$ cat src/rtl/knight_pkg.sv
// Shared types and constants for the BLE/UART command link and the command processor.
package knight_pkg;

    // Receive side: waiting for the high byte or for the low byte of a command.
    typedef enum logic {
        RX_HI = 1'b0,
        RX_LO = 1'b1
    } rx_state_t;

    // Acknowledge transmit side.
    typedef enum logic {
        TX_IDLE = 1'b0,
        TX_BUSY = 1'b1
    } tx_state_t;

    // Command opcodes, carried in cmd[15:12].
    typedef enum logic [3:0] {
        CAL     = 4'h0,
        MOVE    = 4'h2,
        MOVE_FF = 4'h3,
        TOUR    = 4'h4
    } opcode_t;

    localparam logic [7:0] ACK_BYTE  = 8'hA5;
    localparam int         GAP_FAST  = 4096;
    localparam int         GAP_SLOW  = 2_500_000;
    localparam int         GAP_CNT_W = 22;

    // Last gap_cnt value before the half-received command is abandoned.
    function automatic logic [GAP_CNT_W-1:0] gap_last(input bit fast);
        return fast ? GAP_CNT_W'(GAP_FAST - 1) : GAP_CNT_W'(GAP_SLOW - 1);
    endfunction

endpackage

$ cat src/rtl/resp_tx_ctrl.sv
// Acknowledge transmit control: launches the response byte on request and queues
// at most one further request while the transmitter is busy.
import knight_pkg::*;

module resp_tx_ctrl (
    input  logic clk,
    input  logic rst,
    input  logic send_resp,
    input  logic tx_done,
    output logic trmt,
    output logic tx_busy
);

    tx_state_t tx_state;
    logic      pend;

    // Start pulse is Mealy so a request launches in the cycle it arrives.
    always_comb begin
        trmt = 1'b0;
        if (!rst) begin
            case (tx_state)
                TX_IDLE: trmt = send_resp;
                TX_BUSY: trmt = tx_done && (pend || send_resp);
                default: trmt = 1'b0;
            endcase
        end
    end

    // TX state and one-deep pending request; extra requests while pending are dropped.
    always_ff @(posedge clk) begin
        if (rst) begin
            tx_state <= TX_IDLE;
            pend     <= 1'b0;
        end else begin
            case (tx_state)
                TX_IDLE: begin
                    if (send_resp)
                        tx_state <= TX_BUSY;
                end
                TX_BUSY: begin
                    if (tx_done) begin
                        pend <= 1'b0;
                        if (!(pend || send_resp))
                            tx_state <= TX_IDLE;
                    end else if (send_resp) begin
                        pend <= 1'b1;
                    end
                end
                default: begin
                    tx_state <= TX_IDLE;
                    pend     <= 1'b0;
                end
            endcase
        end
    end

    assign tx_busy = (tx_state == TX_BUSY) || pend;

endmodule

$ cat src/rtl/cmd_rx_wrapper.sv
// Bridge between the UART byte link and the command processor: assembles two-byte
// commands (high byte first), flags overwrites and inter-byte timeouts, and sends
// a one-byte acknowledge on request.
import knight_pkg::*;

module cmd_rx_wrapper #(
    parameter bit         FAST_SIM  = 1'b1,
    parameter logic [7:0] RESP_BYTE = ACK_BYTE
) (
    input  logic        clk,
    input  logic        rst,
    input  logic        rx_rdy,
    input  logic [7:0]  rx_data,
    output logic        clr_rx_rdy,
    output logic [15:0] cmd,
    output logic        cmd_rdy,
    input  logic        clr_cmd_rdy,
    output logic        cmd_ovr,
    output logic        frame_err,
    input  logic        send_resp,
    output logic        trmt,
    output logic [7:0]  tx_data,
    input  logic        tx_done,
    output logic        tx_busy
);

    localparam logic [GAP_CNT_W-1:0] GAP_LAST = gap_last(FAST_SIM);

    rx_state_t            rx_state;
    logic [7:0]           hi_byte;
    logic [GAP_CNT_W-1:0] gap_cnt;
    logic                 accept;
    logic                 assemble;
    logic                 timeout;

    // Byte consumption, assembly and timeout decode; all pulses are suppressed during reset.
    always_comb begin
        accept   = !rst && rx_rdy;
        assemble = accept && (rx_state == RX_LO);
        // A byte arriving on the last gap cycle still completes the command.
        timeout  = !rst && (rx_state == RX_LO) && !rx_rdy && (gap_cnt == GAP_LAST);
    end

    assign clr_rx_rdy = accept;
    assign frame_err  = timeout;
    assign cmd_ovr    = assemble && cmd_rdy && !clr_cmd_rdy;

    // RX FSM with the held high byte, the inter-byte gap counter and the cmd register.
    always_ff @(posedge clk) begin
        if (rst) begin
            rx_state <= RX_HI;
            hi_byte  <= 8'h00;
            gap_cnt  <= '0;
            cmd      <= 16'h0000;
        end else begin
            case (rx_state)
                RX_HI: begin
                    if (rx_rdy) begin
                        hi_byte  <= rx_data;
                        gap_cnt  <= '0;
                        rx_state <= RX_LO;
                    end
                end
                RX_LO: begin
                    // The state always leaves before the counter could wrap.
                    gap_cnt <= gap_cnt + GAP_CNT_W'(1);
                    if (rx_rdy) begin
                        cmd      <= {hi_byte, rx_data};
                        rx_state <= RX_HI;
                    end else if (timeout) begin
                        rx_state <= RX_HI;
                    end
                end
                default: rx_state <= RX_HI;
            endcase
        end
    end

    // cmd_rdy: a new command wins over a same-cycle clear from the processor.
    always_ff @(posedge clk) begin
        if (rst)
            cmd_rdy <= 1'b0;
        else if (assemble)
            cmd_rdy <= 1'b1;
        else if (clr_cmd_rdy)
            cmd_rdy <= 1'b0;
    end

    assign tx_data = RESP_BYTE;

    resp_tx_ctrl u_resp_tx_ctrl (
        .clk       (clk),
        .rst       (rst),
        .send_resp (send_resp),
        .tx_done   (tx_done),
        .trmt      (trmt),
        .tx_busy   (tx_busy)
    );

endmodule

$ cat config.mk
export PLATFORM = sky130hd
export DESIGN_NAME = cmd_rx_wrapper
export DESIGN_NICKNAME = d
export VERILOG_FILES = /design/src/rtl/knight_pkg.sv /design/src/rtl/resp_tx_ctrl.sv /design/src/rtl/cmd_rx_wrapper.sv
export SDC_FILE = /design/constraint.sdc
export NUM_CORES = 1
export LEC_CHECK = 0
export CAP_MARGIN = 5
export CORE_ASPECT_RATIO = 1.4
export CORE_MARGIN = 1.5
export CORE_UTILIZATION = 35
export DETAILED_ROUTE_END_ITERATION = 8
export GPL_TIMING_DRIVEN = 0
export MAX_ROUTING_LAYER = met4
export PLACE_DENSITY_LB_ADDON = 0.05
export REMOVE_ABC_BUFFERS = 1
export SLEW_MARGIN = 0
export SYNTH_ARGS = -nofsm -noshare
export SYNTH_HDL_FRONTEND = slang
export SYNTH_HIERARCHICAL = 1
export SYNTH_SLANG_ARGS = --single-unit
export TNS_END_PERCENT = 5
$ cat constraint.sdc
create_clock -name clk -period 5.2 [get_ports clk]
set_input_delay 0.52 -clock clk [delete_from_list [all_inputs] [get_ports clk]]
set_output_delay 0.52 -clock clk [all_outputs]
set_load 0.01 [all_outputs]
# Word-level counts from Yosys, hierarchy flattened
# Cells that the tools add are included.
totals:
  register_bits: 50
  in_bits: 14
  wordCells: 46
classes:
  n_addsub: 1
  eq_ne: 2
  n_mux: 16
  n_bitwise: 2
  reduce_logical: 18
ops:
  columns: ["operator", "n"]
  rows:
  - ["$pmux W22 S2", 1]
  - ["$add A22 B1 Y22 const B", 1]
  - ["$eq A22 B12 Y1 const B", 1]
  - ["$mux W22", 1]
  - ["$mux W1", 11]
  - ["$logic_and A1 B1 Y1", 8]
  - ["$pmux W1 S2", 3]
  - ["$reduce_and A2 Y1", 3]
  - ["$reduce_bool A2 Y1", 2]
  - ["$logic_not A1 Y1", 3]
  - ["$logic_or A1 B1 Y1", 2]
  - ["$ne A2 B2 Y1 const B", 1]
  - ["$not A1 Y1", 2]

# Longest topological paths before layout
# Gate-level depths: netlist of run 1.
depth:
  word_depth: 7
  ltp_mapped: 6
  depth_no_buf: 5

# Modules after synthesis
# Netlist of run 1, hierarchy kept.
modules_own_cells:
  columns: ["module", "instances", "cells_each", "area_per_inst_um2", "seq_area_each_um2"]
  rows:
  - ["cmd_rx_wrapper", 1, 252, 2094.5, 960.9]
  - ["resp_tx_ctrl", 1, 11, 91.3, 40.0]

# Worst setup path after synthesis of run 1
# No wires, ideal clock.
synth_path:
  kind: "input port to output port"
  start: "input port rx_rdy"
  end: "output port cmd_ovr"
  arrival_ps: 1461
  setup_slack_ps: 3219
  cell_stages: 4
  n_path_buf: 2
  cell_sequence: "clkbuf_1 -> nand2_1 -> clkbuf_1 -> nor3_1"
synth_via:
  elab_chain_len: 4
synth_lines:
  columns: ["element", "line_no", "source"]
  rows:
  - ["start: declaration", "cmd_rx_wrapper.sv:12", "input logic rx_rdy,"]
  - ["$logic_and A1 B1 Y1", "cmd_rx_wrapper.sv:38", "accept = !rst && rx_rdy;"]
  - ["$logic_and A1 B1 Y1", "cmd_rx_wrapper.sv:39", "assemble = accept && (rx_state == RX_LO);"]
  - ["$logic_and A1 B1 Y1 (2 in a row)", "cmd_rx_wrapper.sv:46", "assign cmd_ovr = assemble && cmd_rdy && !clr_cmd_rdy;"]
  - ["end: declaration", "cmd_rx_wrapper.sv:18", "output logic cmd_ovr,"]
# Every way passes these cells.

# Worst setup path in the final report of run 1
# Ends and elaborated chain as after synthesis.

==> flow_metrics.tcl, run 1 <==
set metrics [dict create \
    status "completed" \
    hold_buffers 0 \
    worstMarginPinSlew_ps 956 \
    initial_core_util_pct 36.8 \
    cts_tree "yes" \
    fin_ws_ps 2200 \
    min_path_type "reg -> reg" \
    grt_use_met3_pct 3.11 \
    synth.distinct_cells 42 \
    crit_slowest_cell "clkdlybuf4s50_1" \
    overflow 0 \
    die_w_um 69.8 \
    h-tree-depth 2 \
    area_growth_pct 21.4 \
    synth_seq_cells 50 \
    vdd_drop_max_v 0.000121 \
    crit_arrival_ps 2480 \
    fin_hold_ws_ps 447 \
    place_ws_ps 2140 \
    path_cells "clkdlybuf4s50_1 -> nand2_1 -> nor3_1 -> clkdlybuf4s50_1" \
    cts.repair.resized 0 \
    ys.flop_type "dfxtp_1" \
    vias_per_cell 5.21 \
    top_usage_layer "met2" \
    cap_violations 0 \
    grt_use_total_pct 14.9 \
    cts_sinks 50 \
    synth_top_family_by_area "simple AND/OR/NAND/NOR gates" \
    synth_edf_count 0 \
    syn_avg_cell_area_um2 8.31 \
    diodes 0 \
    dieArea_mm2 0.00674 \
    finalPower_uw 739 \
    grt_pass1_vias 1662 \
    placementRows 33 \
    start_kind "input port" \
    netlist_area_mm2 0.00219 \
    cts_buffer_depth 2 \
    drc 0 \
    crit_top_cell "clkdlybuf4s50_1" \
    die_h_um 96.5 \
    vias 1875 \
    fin_worst_skew_ps 6.89 \
    wl_per_cell_um 12.9 \
    min_period_ps 3000 \
    cpPeakStageDelay_ps 640 \
    core_mm2 0.00595 \
    clk_pin_slew_ps 90 \
    fin_crit_sh_pct 57.7 \
    antenna_left 0 \
    antenna_found_initial 0 \
    synth_xor_area_share_pct 0.401 \
    synth_compound_area_share_pct 14.9 \
    leakagePower_uw 0.000887 \
    slew_headroom_pct 36.3 \
    hold_viol 0 \
    dp.final_hpwl_mm 3.08 \
    grt_max_degree 37 \
    synthCells 263 \
    critical_path_required_ps 4680 \
    met2_usage_pct 26.6 \
    drt_iter0_drc 126 \
    crit_type "in -> out" \
    min_path_cells 2 \
    grt_pass1_wl_mm 7.89 \
    max_freq_mhz 333 \
    yosys.area_share.adder_pct 0.572 \
    wl_mm 4.64 \
    ys_warn_count 6 \
    portBuffers 35 \
    gp_congestion 0.736 \
    setup_viol 0 \
    use_met1_pct 16.8 \
    rsz0062_at_grt "false" \
    synth_simple_gate_area_share_pct 29.3 \
    cp_top_family "buffers and inverters" \
    dr.pass1.iters 4 \
    synthMuxAreaShare_pct 3.03 \
    cp-end-kind "output pin" \
    drive_gt1_share_pct 8.62 \
    io_pins 44 \
    ys_seq_area_share_pct 45.8 \
    power_density_mw_per_mm2 279 \
    postCtsSetupBuffers 0 \
    cts_inserted_buffers 5 \
    layout.nets 304 \
    maxSlewViolCount 0 \
    tns_ps 0 \
    clock_latency_ps 300 \
    cp.depth 4 \
    cp_max_fo 18 \
    async_flop_share_pct 0 \
    path_buf_inv 2 \
    cts-root-buf "clkbuf_8" \
    ff2ff_path_depth 4 \
]
worst reg2reg max path, cell delays in order, from the launching register on:
cell     delay (ps)
dfxtp_1         610
nand4_2         320
nor4_1          740
nand3_1         190
mux2_2          310
cells in the final DEF, fill, tap and decap left out, types with 2 or more instances in the layout:
cell             instances
nand2_1                 56
dfxtp_1                 50
a21oi_1                 40
clkdlybuf4s50_1         34
nor2_1                  11
conb_1                   8
nand3_1                  7
o211ai_1                 6
nor4_1                   5
mux2_2                   5
or3_1                    5
nor3b_1                  5
clkbuf_8                 5
nor3_1                   4
nand4_1                  4
nor2b_1                  3
or4_2                    3
nand4b_1                 3
o31ai_1                  3
or4_1                    3
nand2b_1                 2
and4_1                   2
o311ai_0                 2
inv_1                    2
a211oi_1                 2
cells in the mapped netlist (all sizes together), types with 3 or more instances:
cell type,instances,share of area (%)
or4,6,2.2
nor2,11,1.9
a21oi,40,9.2
nor4,5,1.4
dfxtp,50,46
nand2,56,9.6
mux2,5,2.6
nor2b,3,0.86
nand3,7,1.6
nor3,4,0.92
nand4b,3,1.2
clkbuf,14,2.5
o211ai,6,2.1
o31ai,3,1.0
nor3b,5,1.7
nand4,6,2.7
or3,6,1.8
buf,9,2.9
power breakdown:
| group | internal (uW) | switching [uW] | total, uW |
|---|---|---|---|
| combinational | 29.6 | 36.9 | 66.5 |
| clock | 144 | 129 | 272 |
| sequential | 393 | 7.69 | 400 |
worst paths after layout:
path                               endpoint  slack (ps)  startpoint
worst max-delay path                cmd_ovr        2200      rx_rdy
worst min-delay path                cmd[10]         450  hi_byte[2]
worst max register to register  gap_cnt[19]        2930    rx_state
worst min register to register      cmd[10]         450  hi_byte[2]
metal layers:
metal	up-vias	wire [um]	part of all wire [%]
met1	881	2070	45
met3	5	146	3.1
met4	0	57	1.2
met5	-	0	0
li1	962	-	-
met2	27	2360	51
cell type report:
| class | instances | area (um2) |
|---|---|---|
| tap | 70 | 87.6 |
| multi-input combinational | 194 | 1080 |
| timing repair buffer | 36 | 365 |
| fill | 631 | 3290 |
| sequential | 50 | 1000 |
| clock inverter | 2 | 37.5 |
| clock buffer | 6 | 72.6 |
| inverter | 2 | 7.51 |
flip-flops by register name (all words and copies together) (netlist names):
name and flops:
cmd 16, rx_state 1, hi_byte 8, gap_cnt 22, u_resp_tx_ctrl/tx_state 1, cmd_rdy 1
u_resp_tx_ctrl/pend 1
through the flow:
step	util (%)	instance area, um2	std cells
3_3_place_gp	42.5	2530	351
2_1_floorplan	-	2090	246
6_report	44.6	2650	360
4_1_cts	44.6	2650	360
5_1_grt	44.6	2650	360
3_5_place_dp	42.8	2540	352
cell families after synthesis:
kind of cell / Yosys count
XOR/XNOR: 1
AND/OR/NAND/NOR: 122
multiplexers: 6
flip-flops: 50
adder cells (fa/ha/maj): 1
other: 2
AO/OA/AOI/OAI: 56
buffers and inverters: 25
Power figures use the tool's default switching activity.
==> run 2: changes to the inputs <==
clock period = 3.01 ns   (was 5.2 ns; I/O delays follow)
==> results of run 2 <==
Same layout as run 1 (identical final DEF). Status: completed.
Among the figures that moved: setup slack after placement 2140 ps -> 388 ps; setup slack after layout 2200 ps -> 309 ps; hold slack 447 ps -> 445 ps; start point of the critical path rx_rdy -> rx_state; end point of the critical path cmd_ovr -> frame_err; register-to-register setup slack 2930 ps -> 740 ps; end point of the worst hold path cmd[10] -> gap_cnt[1]; total power 739 uW -> 1280 uW; worst IR drop on VDD 0.000121 V -> 0.000210 V
==> run 3: changes to the inputs <==
clock period = 2.51 ns   (was 3.01 ns; I/O delays follow)
==> run 3 against run 2 <==
Compared with the run above:
- critical endpoint unchanged
- utilization rose by 0.44 points
- hold slack got worse by 46 ps
- final cell count did not move
- sequential share of layout area fell by 0.32 points
- total power rose by 20%
- highest routed layer unchanged
- critical path type unchanged
==> flow_metrics.tcl, run 3 (same netlist as run 1, synthesis figures left out) <==
set metrics [dict create \
    cp-end-kind "output pin" \
    core_mm2 0.00595 \
    place_ws_ps -12.2 \
    area_growth_pct 22.6 \
    setup_viol 0 \
    switchingPower_uw 355 \
    overflow 0 \
    drc 0 \
    hp-start "rst" \
    min_path_type "in -> reg" \
    worstMarginPinSlew_ps 954 \
    cts-root-buf "clkbuf_8" \
    layoutNonFillerInstCount 360 \
    vias_per_cell 5.19 \
    cts_buffer_depth 2 \
    largest_reg_flops 22 \
    p_int_uw 1170 \
    switching_share_pct 23.3 \
    cp_max_fo 9 \
    diodes 0 \
    antenna_found_initial 0 \
    cap_violations 0 \
    crit_type "reg -> out" \
    status "completed" \
    die_h_um 96.5 \
    crit_arrival_ps 2130 \
    wl_mm 4.63 \
    ff_latch_area_mm2 0.00100 \
    initial_core_util_pct 36.8 \
    io_pins 44 \
    drive_gt1_share_pct 10.3 \
    slew_headroom_pct 36.4 \
    gp_congestion 0.736 \
    grt_use_total_pct 14.9 \
    seqPwrFrac_pct 54.3 \
    fin_crit_sh_pct 94.9 \
    vias 1868 \
    r2r_start "rx_state" \
    placementRows 33 \
    ff2ff_path_depth 4 \
    min_path_cells 2 \
    drt_iter0_drc 115 \
    leakagePower_uw 0.000902 \
    dp.final_hpwl_mm 3.08 \
    p_comb_share_pct 9.0 \
    top_register "gap_cnt" \
    largest_registers "gap_cnt x22, cmd x16, hi_byte x8" \
    maxSlewViolCount 0 \
    multi_input_area_mm2 0.00111 \
    vdd_drop_max_v 0.000251 \
    fillers 627 \
    wl_per_cell_um 12.9 \
    max_freq_mhz 420 \
    layout_commonest_cell "nand2_1" \
    clk_pin_slew_ps 90 \
    crit_start "gap_cnt[3]" \
    dr.pass1.iters 4 \
    fin_worst_skew_ps 7.08 \
    die_w_um 69.8 \
    fin_ws_ps 127 \
    critical_path_required_ps 2260 \
    hold_viol 0 \
    min_to "gap_cnt[1]" \
    start_kind "flip-flop" \
    r2r_slack_ps 400 \
    placedCellCount 352 \
    tns_ps 0 \
    grt_pass1_vias 1666 \
    rsz0062_at_grt "false" \
    layout.nets 304 \
    min_period_ps 2380 \
    cts_inserted_buffers 5 \
    grt_max_degree 37 \
    cts_tree "yes" \
    postCtsSetupBuffers 0 \
    dieArea_mm2 0.00674 \
    cts_sinks 50 \
    antenna_left 0 \
    power_density_mw_per_mm2 570 \
    portBuffers 35 \
    pwr-share-clk_pct 36.7 \
    clock_latency_ps 300 \
    r2r-end "gap_cnt[19]" \
    grt_pass1_wl_mm 7.92 \
    final_cell_mix "nand2_1 (55), dfxtp_1 (49), a21oi_1 (40)" \
    h-tree-depth 2 \
]
## run 3: cell counts in the layout (fill, tap and decap cells not counted)
Identical to the previous run, type by type.
## run 3: critical path, cell delays in order (launching register included)
cell and delay [ps]:
dfxtp_1 480, nand4_4 210, nor4_4 330, and4_1 280, clkdlybuf4s50_1 550
## run 3: how the worst max path moves through the flow
stage / to / slack [ps] / cells after the start
CTS: frame_err / 30 / 5
global placement: frame_err / -1120 / 4
detailed placement: cmd_ovr / -10 / 4
global route: frame_err / 2 / 5
finish: frame_err / 130 / 4
floorplan: gap_cnt[14] / 640 / 5
## run 3: timing repair
item                       CTS  global route
resized for setup            4             2
hold buffers                 0             0
setup endpoints to repair    2             1
pin swaps                    0             1
## run 3: layer usage
metal / vias up / global-route usage (%) / share of wire, %
li1: 963 / - / -
met4: 0 / 4.81 / 0.82
met2: 31 / 26.5 / 51
met1: 872 / 17.0 / 45
met5: - / - / 0
met3: 2 / 3.11 / 3.4
## run 3: power groups by stage
stage,combinational (uW),clock [uW],sequential [uW]
after floorplan,57.2,0,849
after global placement,139,0,848
after detailed placement,141,0,848
after CTS,141,587,830
after global routing,154,621,835
final,138,560,830
## run 3: cell type report
type | instances | area share (%)
clock buffers | 6 | 2.71
repair buffers | 36 | 13.6
well taps | 70 | 3.27
clock inverters | 2 | 1.40
multi-input cells | 194 | 41.3
inverters | 2 | 0.280
flip-flops and latches | 50 | 37.4
## run 3: stage by stage
stage               hold slack (ps)  total power (uW)  area, um2  utilization (%)
finish                          399              1530       2680             45.1
global route                    421              1610       2680             45.1
CTS                             404              1560       2670             44.9
detailed placement              443               988       2540             42.8
global placement                440               987       2530             42.5
floorplan                       320               906       2090                -
